--- src/rtl/alu_pipe.sv ---
// alu_pipe: registered ALU with valid/ready handshake, status flags, shifts and
// an iterative shift-add multiply. The output register is the EX/MEM boundary.
module alu_pipe #(
  parameter int unsigned WIDTH      = 64,
  parameter bit          ENABLE_MUL = 1'b1
) (
  input  logic             clock,
  input  logic             reset,
  input  logic             in_valid,
  output logic             in_ready,
  input  logic [WIDTH-1:0] A,
  input  logic [WIDTH-1:0] B,
  input  logic [3:0]       C,
  output logic             out_valid,
  input  logic             out_ready,
  output logic [WIDTH-1:0] R,
  output logic             zero,
  output logic             carry,
  output logic             overflow,
  output logic             illegal,
  output logic             busy
);

  localparam int unsigned SHW = $clog2(WIDTH);
  localparam int unsigned PW  = 2 * WIDTH;
  localparam int unsigned MSB = WIDTH - 1;

  localparam logic [3:0] OP_AND = 4'b0000;
  localparam logic [3:0] OP_OR  = 4'b0001;
  localparam logic [3:0] OP_ADD = 4'b0010;
  localparam logic [3:0] OP_XOR = 4'b0011;
  localparam logic [3:0] OP_SUB = 4'b0110;
  localparam logic [3:0] OP_SLT = 4'b0111;
  localparam logic [3:0] OP_SLL = 4'b1000;
  localparam logic [3:0] OP_SRL = 4'b1001;
  localparam logic [3:0] OP_SRA = 4'b1010;
  localparam logic [3:0] OP_NOR = 4'b1100;
  localparam logic [3:0] OP_MUL = 4'b1111;

  typedef enum logic {
    S_IDLE,
    S_MUL
  } state_t;

  state_t           state;
  logic [PW-1:0]    mcand;
  logic [WIDTH-1:0] mplier;
  logic [PW-1:0]    acc;
  logic [SHW-1:0]   count;

  logic             accept;
  logic             consume;
  logic             is_mul;
  logic [WIDTH:0]   add_full;
  logic [WIDTH:0]   sub_full;
  logic [SHW-1:0]   shamt;
  logic             slt;
  logic [WIDTH-1:0] op_r;
  logic             op_c;
  logic             op_v;
  logic             op_ill;
  logic [PW-1:0]    mul_add;

  // Handshake: only take new work when idle and the output register can be refilled
  always_comb begin
    in_ready = !reset && (state == S_IDLE) && (!out_valid || out_ready);
    accept   = in_valid && in_ready;
    consume  = out_valid && out_ready;
    is_mul   = (C == OP_MUL) && (ENABLE_MUL == 1'b1);
  end

  // Shared arithmetic terms for the single-cycle ops
  always_comb begin
    add_full = {1'b0, A} + {1'b0, B};
    sub_full = {1'b0, A} - {1'b0, B};
    shamt    = B[SHW-1:0];
    slt      = $signed(A) < $signed(B);
  end

  // Single-cycle result and flags; undefined opcodes (incl. MUL when disabled) flag illegal
  always_comb begin
    op_r   = '0;
    op_c   = 1'b0;
    op_v   = 1'b0;
    op_ill = 1'b0;
    case (C)
      OP_AND: op_r = A & B;
      OP_OR:  op_r = A | B;
      OP_XOR: op_r = A ^ B;
      OP_NOR: op_r = ~(A | B);
      OP_ADD: begin
        op_r = add_full[WIDTH-1:0];
        op_c = add_full[WIDTH];
        op_v = (A[MSB] == B[MSB]) && (add_full[MSB] != A[MSB]);
      end
      OP_SUB: begin
        op_r = sub_full[WIDTH-1:0];
        op_c = !sub_full[WIDTH];
        op_v = (A[MSB] != B[MSB]) && (sub_full[MSB] != A[MSB]);
      end
      OP_SLT: op_r = WIDTH'(slt);
      OP_SLL: op_r = A << shamt;
      OP_SRL: op_r = A >> shamt;
      OP_SRA: op_r = $signed(A) >>> shamt;
      default: op_ill = 1'b1;
    endcase
  end

  // One shift-add step: conditionally add the multiplicand into the accumulator
  always_comb begin
    mul_add = acc + (mplier[0] ? mcand : '0);
  end

  // Multiply FSM, operand capture and the output register
  always_ff @(posedge clock or posedge reset) begin
    if (reset) begin
      state     <= S_IDLE;
      mcand     <= '0;
      mplier    <= '0;
      acc       <= '0;
      count     <= '0;
      out_valid <= 1'b0;
      R         <= '0;
      zero      <= 1'b0;
      carry     <= 1'b0;
      overflow  <= 1'b0;
      illegal   <= 1'b0;
      busy      <= 1'b0;
    end else begin
      case (state)
        S_IDLE: begin
          if (accept && is_mul) begin
            state     <= S_MUL;
            mcand     <= {{WIDTH{1'b0}}, A};
            mplier    <= B;
            acc       <= '0;
            count     <= SHW'(WIDTH - 1);
            busy      <= 1'b1;
            out_valid <= 1'b0;
          end else if (accept) begin
            R         <= op_r;
            zero      <= (op_r == '0);
            carry     <= op_c;
            overflow  <= op_v;
            illegal   <= op_ill;
            out_valid <= 1'b1;
          end else if (consume) begin
            out_valid <= 1'b0;
          end
        end
        S_MUL: begin
          acc    <= mul_add;
          mcand  <= mcand << 1;
          mplier <= mplier >> 1;
          count  <= count - 1'b1;
          if (count == '0) begin
            R         <= mul_add[WIDTH-1:0];
            zero      <= (mul_add[WIDTH-1:0] == '0);
            carry     <= 1'b0;
            overflow  <= |mul_add[PW-1:WIDTH];
            illegal   <= 1'b0;
            out_valid <= 1'b1;
            busy      <= 1'b0;
            state     <= S_IDLE;
          end
        end
      endcase
    end
  end

endmodule

--- config.mk ---
export PLATFORM = sky130hd
export DESIGN_NAME = alu_pipe
export DESIGN_NICKNAME = d
export VERILOG_FILES = /design/src/rtl/alu_pipe.sv
export SDC_FILE = /design/constraint.sdc
export NUM_CORES = 2
export LEC_CHECK = 0
export CAP_MARGIN = 10
export CORE_MARGIN = 2
export CORE_UTILIZATION = 45
export DETAILED_ROUTE_END_ITERATION = 10
export PLACE_DENSITY = 0.64
export SLEW_MARGIN = 20
export SYNTH_ARGS = -nofsm -noshare
export SYNTH_HDL_FRONTEND = slang
export SYNTH_SLANG_ARGS = --single-unit
--- constraint.sdc ---
create_clock -name clock -period 19.4 [get_ports clock]
set_input_delay 4.85 -clock clock [delete_from_list [all_inputs] [get_ports clock]]
set_output_delay 4.85 -clock clock [all_outputs]
set_load 0.005 [all_outputs]
==> results.md <==
- Worst Tran Pin Value: 1.36 ns
- Worst hold path startpoint: mplier[16]$_DFFE_PP0P_
- Crit-path max FO: 8
- Worst setup EP type: flop
- Core footprint: 107000 um2
- GRT Overall Usage: 48.0%
- Rows: 120
- Synth Register Bits: 397
- IO Pins: 207
- Max clock buf depth: 3
- RSZ-0062 raised after global routing: false
- Fin util: 50.2%
- Leakage power: 22.9 nW
- DRT Pass-1 Iters: 7
- Syn avg cell area: 7.34 um2
- Initial Util: 45.4%
- Master of the slowest instance on the critical path: a211oi_1
- Max incr delay on CP: 0.86 ns
- Vias/cell: 7.16
- Post-route ant nets: 0
- IO buf count: 206
- Area occupied by multi-input gates: 36000 um2
- Warnings from Yosys: 0
- R2r setup slk: 12.64 ns
- Tmin final: 11.73 ns
- CP Launch Type: primary input
- CTS tree: yes
- Crit path required time: 19.98 ns
- CP Buf/Inv Count: 4
- Achievable Freq: 0.0852 GHz
- Largest net degree at the start of global routing: 111
- DR vias: 57300
- Hold Crit Depth: 2
- Outcome: finished clean
- Most frequent cells in the layout: nand2_1 (1071), a21oi_1 (548), nor2_1 (544)
- GP Congestion: 1.09
- Setup slack at placement: 7.50 ns
- Ys async rst share: 100%
- DRC: 0
- Final net count: 7032
- Worst hold margin: 0.475 ns
- Max-Cap Viols: 0
- Max-slew headroom: 9.29%
- Layout cells sized above 1: 8.25%
- Power per cell area: 93.5 nW/um2
- Dpl cells: 7900
- Syn Nets: 7105
- Worst Path Arrival: 12.31 ns
- Setup Fix Bufs, Post-CTS: 0
- Num CTS Buffers: 49
- # H-tree levels: 2
- Primary FF master, synth: dfrtp_1
- Total design power: 5.03 mW
- Critical path class: in2reg
- Commonest non-fill, non-tap cell in the layout: nand2_1
- Die Area: 111000 um2
- Cells after Synth: 6625
- Reg clk slew, reported paths: 0.06 ns
- Setup TNS: 0 ns
- Area post-placement: 51900 um2
- Post-route clock period utilization: 60.5%
- Area of the mapped netlist: 48600 um2
- Post-synthesis sequential area ratio: 20.4%
- Worst Skew: 0.0577 ns
- Synthesis-to-layout area growth: 10.7%
- Total wire length: 276000 um
- CP startpoint: A[0]
- Netlist cell types: 93
- Cell family with most CP delay: compound AO/OA/AOI/OAI gates
- Vias in the first global route: 53300
- R2R depth: 17
- Clk root buf: clkbuf_16
- Final setup fails: 0
- Fin cells: 8011
- VDD IR max: 0.0000724 V
- Hold Crit Class: reg2reg
- # hold bufs at CTS: 0
- Launching point of the worst reg2reg path: mplier[0]$_DFFE_PP0P_
- First-pass GRT wire length: 389000 um
- Worst-Skew Late Latency: 0.71 ns
- Post-synth EDFFs: 0
- Cts repair resizes: 0
- Dpl hpwl: 212000 um
- WHS Endpoint: mplier[16]$_DFFE_PP0P_
- Critical Path, Cell by Cell: clkdlybuf4s50_1 -> ha_1 -> inv_1 -> fa_1 -> nand2b_1 -> a211oi_1 -> o21ai_1 -> a21boi_1 -> buf_4 -> a211oi_1 -> o31ai_1 -> o221ai_1 -> a2111oi_0 -> buf_4 -> and3_1 -> nand3_1 -> or4_1 -> nor4b_1 -> nand4_1 -> o211ai_1
- Initial antenna violation count: 31
- GRT overflow: 0
- Slack of the critical path: 7.67 ns
- Initial DRC count: 8596
- Fillers: 10500
- TritonCTS Sinks: 397
- Avg WL per Cell: 34.4 um
- Slew Limit Fails: 0
- FF+latch area: 9940 um2
- FF-to-FF End: overflow$_DFFE_PP0P_
- Die X: 333 um
- Final instance area: 53800 um2
- Die H: 333 um
- Final hold violations: 0
==> metal layers <==
layer | vias to the layer above | share of wire, % | GRT usage [%]
met5 | - | 0.071 | 0
met4 | 28 | 8.1 | 31.6
met3 | 1114 | 13 | 15.9
met2 | 4278 | 41 | 70.3
met1 | 27700 | 38 | 59.9
li1 | 24300 | - | -
==> worst max path at each step <==
stage                     cells past startpoint          endpoint
after floorplan                               2          in_ready
after global placement                       17  zero$_DFFE_PP0P_
after detailed placement                     20  zero$_DFFE_PP0P_
after CTS                                     4          in_ready
after global routing                          4          in_ready
final                                        20  zero$_DFFE_PP0P_
==> tightest hold or removal path: stages (launching register included) <==
cell and delay (ns):
dfrtp_1 0.34, nand2_1 0.05, nand2_1 0.05
==> final cells by class <==
class	count	area share, %
sequential	397	18.5
inverter	245	1.73
antenna	15	0.0697
tap	1403	3.26
multi-input combinational	5473	66.8
clock buffer	63	2.56
clock inverter	29	0.776
timing repair buffer	386	6.30
==> state kept, by name, summed over array words and instances, names as in the netlist <==
name and flops:
zero 1, carry 1, count 6, busy 1, illegal 1, mcand 128, R 64, state 1
mplier 64, acc 128, overflow 1, out_valid 1
==> synthesized netlist by cell type (75+ instances only) <==
| cell | n | area share [%] |
|---|---|---|
| a21oi_1 | 548 | 5.6 |
| nor2_1 | 548 | 4.2 |
| nand3_1 | 91 | 0.94 |
| o21ai_0 | 501 | 5.2 |
| mux2i_1 | 172 | 3.5 |
| clkbuf_1 | 412 | 3.2 |
| o22ai_1 | 79 | 1.0 |
| mux4_2 | 85 | 3.9 |
| a22oi_1 | 160 | 2.5 |
| nand4_1 | 135 | 1.7 |
| a221oi_1 | 77 | 1.4 |
| xnor2_1 | 92 | 1.7 |
| dfrtp_1 | 397 | 20 |
| mux2_2 | 91 | 2.1 |
| o211ai_1 | 98 | 1.5 |
| nand2_1 | 1073 | 8.3 |
| nor3_1 | 112 | 1.2 |
| and2_1 | 151 | 1.9 |
| inv_1 | 241 | 1.9 |
| a211oi_1 | 75 | 1.2 |
| ha_1 | 341 | 8.8 |
| a21o_1 | 85 | 1.3 |
==> cells by family (layout without fill, tap and decap cells) <==
| group | Yosys count | count (layout) | share of synthesized area (%) |
|---|---|---|---|
| simple gates | 2436 | 2436 | 22.9 |
| compound gates | 2196 | 2196 | 29.4 |
| other cells | 0 | 15 | 0 |
| fa+ha+maj | 344 | 344 | 8.89 |
| mux | 353 | 353 | 9.73 |
| flops | 397 | 397 | 20.4 |
| xor+xnor | 144 | 144 | 2.59 |
| buf+inv | 755 | 723 | 5.99 |
==> where the power goes <==
part / switching, mW / internal, mW
combinational: 1.75 / 0.848
sequential: 0.247 / 1.15
clock: 0.424 / 0.614
No activity file was read; power rests on OpenSTA's default activity.
